<file path="src/rtl/multi_debounce.sv">
// rtl/multi_debounce.sv - N-channel pushbutton debouncer with press/release/hold pulses
// Define DEBOUNCE_REPEAT_EN to add auto-repeat press pulses after hold fires.
module multi_debounce #(
  parameter int N_CH         = 5,
  parameter int TICK_DIV     = 100_000,
  parameter int STABLE_TICKS = 20,
  parameter int HOLD_TICKS   = 500,
  parameter int REPEAT_TICKS = 100
) (
  input  logic            clk100M,
  input  logic            reset,
  input  logic [N_CH-1:0] buttons,
  output logic [N_CH-1:0] level,
  output logic [N_CH-1:0] press,
  output logic [N_CH-1:0] release_pulse,
  output logic [N_CH-1:0] hold
);
  localparam int PW = $clog2(TICK_DIV);
  localparam int SW = $clog2(STABLE_TICKS + 1);
  localparam int HW = $clog2(HOLD_TICKS + 1);

  logic [N_CH-1:0] sync_a;
  logic [N_CH-1:0] sync_b;
  logic [PW-1:0]   presc;
  logic            tick;
  logic [SW-1:0]   stable   [N_CH];
  logic [HW-1:0]   hold_cnt [N_CH];
  logic [N_CH-1:0] accept;

`ifdef DEBOUNCE_REPEAT_EN
  localparam int RW = $clog2(REPEAT_TICKS + 1);
  logic [RW-1:0]   rep_cnt  [N_CH];
`endif

  always_ff @(posedge clk100M) begin
    if (reset) begin
      sync_a <= '0;
      sync_b <= '0;
    end else begin
      sync_a <= buttons;
      sync_b <= sync_a;
    end
  end

  assign tick = (presc == PW'(TICK_DIV - 1));

  always_ff @(posedge clk100M) begin
    if (reset || tick) presc <= '0;
    else               presc <= presc + PW'(1);
  end

  // A channel flips on the tick that completes STABLE_TICKS disagreeing samples.
  always_comb begin
    accept = '0;
    for (int i = 0; i < N_CH; i++)
      accept[i] = tick && (sync_b[i] != level[i]) && (stable[i] == SW'(STABLE_TICKS - 1));
  end

  always_ff @(posedge clk100M) begin
    if (reset) begin
      level         <= '0;
      press         <= '0;
      release_pulse <= '0;
      hold          <= '0;
      for (int i = 0; i < N_CH; i++) begin
        stable[i]   <= '0;
        hold_cnt[i] <= '0;
`ifdef DEBOUNCE_REPEAT_EN
        rep_cnt[i]  <= '0;
`endif
      end
    end else begin
      press         <= '0;
      release_pulse <= '0;
      hold          <= '0;
      for (int i = 0; i < N_CH; i++) begin
        if (accept[i]) begin
          stable[i]        <= '0;
          level[i]         <= ~level[i];
          press[i]         <= ~level[i];
          release_pulse[i] <= level[i];
        end else if (tick) begin
          if (sync_b[i] != level[i]) stable[i] <= stable[i] + SW'(1);
          else                       stable[i] <= '0;
        end

        // A falling acceptance wins over a hold threshold reached on the same tick.
        if (accept[i] && level[i]) begin
          hold_cnt[i] <= '0;
`ifdef DEBOUNCE_REPEAT_EN
          rep_cnt[i]  <= '0;
`endif
        end else if (tick && level[i]) begin
          if (hold_cnt[i] != HW'(HOLD_TICKS)) begin
            hold_cnt[i] <= hold_cnt[i] + HW'(1);
            hold[i]     <= (hold_cnt[i] == HW'(HOLD_TICKS - 1));
          end
`ifdef DEBOUNCE_REPEAT_EN
          else if (rep_cnt[i] == RW'(REPEAT_TICKS - 1)) begin
            rep_cnt[i] <= '0;
            press[i]   <= 1'b1;
          end else begin
            rep_cnt[i] <= rep_cnt[i] + RW'(1);
          end
`endif
        end
      end
    end
  end
endmodule

</file>
<file path="config.mk">
export PLATFORM = sky130hd
export DESIGN_NAME = multi_debounce
export DESIGN_NICKNAME = d
export VERILOG_FILES = /design/src/rtl/multi_debounce.sv
export SDC_FILE = /design/constraint.sdc
export NUM_CORES = 1
export LEC_CHECK = 0
export CAP_MARGIN = 20
export CELL_PAD_IN_SITES_DETAIL_PLACEMENT = 1
export CELL_PAD_IN_SITES_GLOBAL_PLACEMENT = 2
export CORE_MARGIN = 4
export CORE_UTILIZATION = 40
export CTS_CLUSTER_DIAMETER = 80
export CTS_CLUSTER_SIZE = 40
export DETAILED_ROUTE_END_ITERATION = 12
export HOLD_SLACK_MARGIN = 0.06
export PLACE_DENSITY_LB_ADDON = 0.1
export SLEW_MARGIN = 20
export SYNTH_ARGS = -nofsm -noshare
export SYNTH_HDL_FRONTEND = slang
export SYNTH_SLANG_ARGS = --single-unit
</file>
<file path="constraint.sdc">
create_clock -name clk100M -period 3.3 [get_ports clk100M]
set_input_delay 0.66 -clock clk100M [delete_from_list [all_inputs] [get_ports clk100M]]
set_output_delay 0.66 -clock clk100M [all_outputs]
set_load 0.01 [all_outputs]
</file>
==> summary.txt <==
Outcome
  • Status: complete, no violations

Routing
  • Drt pass-1 iters: 4
  • WL/cell: ~16 um
  • Post-route ant nets: 0
  • Vias/cell: 5.34
  • Number of DRC markers in iteration 0: about 200
  • DRC: 0
  • Final Routed Wirelength: about 12 mm
  • Total number of vias: roughly 4200

Floorplan
  • Die height: approximately 130 um
  • Core footprint: between 10000 and 15000 um^2
  • # rows: 43
  • Die Wd: ~130 um
  • Starting Density: 0.410
  • Top Ports: 27
  • Die ar.: 16300 um^2

Yosys
  • Syn avg cell area: roughly 10 um^2
  • Synth unique cells: 45
  • Most frequent cell after synthesis: edfxtp_1
  • Synth top cells by count: edfxtp_1, nor3_1, nor2_1
  • Syn_nets: 568
  • Synthesized cell area: 5710 um^2
  • Area leader, netlist: edfxtp_1
  • Number of synthesized flops with an enable pin: 70
  • FFs w/ async S/R, synth: 0
  • Yosys warns: 0
  • Post-synthesis sequential area ratio: 0.533
  • Top_reg_cell synth: edfxtp_1
  • Yosys top cell area share: 0.368
  • Synth area leaders: edfxtp_1, dfxtp_1, xnor2_1
  • Cell count after synthesis: between 500 and 600
  • Post-synthesis register bit count: 117

Pwr
  • Leak Pwr: around 2.3 nW
  • Pwr/cell area: 513 nW/um^2
  • Tot Pwr: 3.47 mW
  • Worst VDD drop: around 0.00037 V

GRT
  • Initial antenna violation count: 0
  • GR Util All Layers: 0.163
  • Global-route wire length before repair: about 21 mm
  • Grt ovf: 0
  • Largest net degree at the start of global routing: 24
  • Number of global-route vias before repair: 4318

Layout
  • Area growth, synth to finish: 18.2%
  • Fill cell count: ~1500
  • Share of post-route cells with drive strength above 1: 0.0864
  • Fin util: 0.485
  • Final std cells w/o fill: between 700 and 800
  • Final nets: between 600 and 700
  • ANT cells: 0

STA
  • Final worst path period share: 0.773
  • Setup Viol. Count Final: 0
  • Final Slew Violations: 0
  • Worst Max-Slew Pin Slew: approximately 690 ps
  • Setup Skew: 4.88 ps
  • Final hold viol count: 0
  • Max transition margin: 0.534
  • RSZ-0062 raised after global routing: no
  • Max frequency: 0.392 GHz
  • Post-route minimum period: 2550 ps
  • Setup_tns: 0 ps

Worst setup path
  • Crit path max fanout: 12
  • Crit path required time: roughly 3400 ps
  • Setup CP Type: flip-flop to flip-flop
  • CP startpoint kind: flip-flop
  • CP arrival: between 2000 and 3000 ps
  • Critical path capture point type: flip-flop

Hold path
  • HP Class: flip-flop to flip-flop

Clocking
  • Num Clock Sinks: ~120
  • Clock-pin slew on the worst setup and hold paths: roughly 50 ps
  • Clock Root Buffer: clkbuf_16
  • Total setup buffers inserted after CTS: 0
  • Num CTS Buffers: 17
  • Worst-Skew Late Latency: 410 ps
  • Hold Buf Count CTS: 0
  • Clock tree buffer depth: 2
  • Post-cts repair resize count: 0
  • CTS tree: yes
  • H-tree depth: 4

Placed design
  • Gpl congestion: roughly 0.74
  • Port Buf Inserts: 26
  • Post-DP HPWL: between 8 and 9 mm
  • Placed cell count: 750

Flow run
  • Maxcap violations: 0
layer usage:
layer	share of wire	vias up	track usage
li1	-	2061	-
met1	0.47	2049	0.214
met2	0.48	50	0.264
met3	0.025	17	0.0351
met4	0.017	0	0.0606
met5	0	-	0
cells by family after synthesis:
| logic type | after synthesis | synth area share |
|---|---|---|
| and+or+nand+nor | 260 | 0.257 |
| DFF | 117 | 0.533 |
| xor gates and xnor gates | 64 | 0.0981 |
| buffers and inverters | 48 | 0.0359 |
| AOI/OAI and AO/OA | 39 | 0.0399 |
| adders and majority gates | 16 | 0.0350 |
| muxes | 1 | 0.00175 |
cell usage in the layout, fill, tap and decap left out, drive strengths merged, types with 3 or more instances in the layout:
master         Yosys  final
nand2             22     22
xor2              22     22
clkdlybuf4s50      0     26
nor2b             16     16
a21oi             12     12
o21ai             15     15
or4                7      7
xnor2             42     42
clkinv             0      4
dfxtp             47     47
and3               7      7
nor4              11     11
ha                16     16
nor3b              4      4
o31ai              7      7
and4bb             3      3
edfxtp            70     70
inv               34     34
nand3             30     30
nand2b             7      7
and4               3      3
nand4b             4      4
clkbuf             4     28
nor3              63     63
buf               10     13
nand3b             4      4
nand4             18     18
nor2              51     51
critical path, stage by stage (launching register included):
cell and delay, ps:
dfxtp_1 380, ha_1 260, nand4_2 240, nor3b_4 560, nand3_2 350, o21ai_0 260
buf_4 210
registers in the layout, summed over array words and instances, names as in the netlist:
| signal | count |
|---|---|
| level | 5 |
| release_pulse | 5 |
| press | 5 |
| sync_a | 5 |
| stable | 25 |
| sync_b | 5 |
| hold_cnt | 45 |
| hold | 5 |
| presc | 17 |
power breakdown:
part	switching, mW	internal [mW]
Combinational	0.0892	0.0757
Sequential	0.0551	1.60
Clock	0.589	1.06
area by class of cell:
| type | instances | area, um^2 | share of cell area |
|---|---|---|---|
| flip-flops and latches | 117 | 3040 | 0.450 |
| clock buffers | 28 | 518 | 0.0767 |
| multi-input cells | 380 | 2460 | 0.365 |
| well taps | 180 | 225 | 0.0333 |
| repair buffers | 39 | 358 | 0.0530 |
| clock inverters | 4 | 18.8 | 0.00278 |
| inverters | 34 | 128 | 0.0189 |
stage by stage:
step	hold slack, ps	setup slack (ps)	instance area (um^2)
final	446	749	6760
after global routing	470	563	6760
after CTS	455	719	6760
after detailed placement	436	467	6220
after global placement	426	557	6220
after floorplan	414	587	5710
final timing paths:
| path | from | endpoint | slack (ps) | depth (start not counted) |
|---|---|---|---|---|
| max | presc[0] | hold_cnt[0][0] | 750 | 6 |
| min | sync_a[3] | sync_b[3] | 450 | 1 |
| max reg2reg | presc[0] | hold_cnt[0][0] | 750 | 6 |
| min reg2reg | sync_a[3] | sync_b[3] | 450 | 1 |
Power figures use the tool's default switching activity.
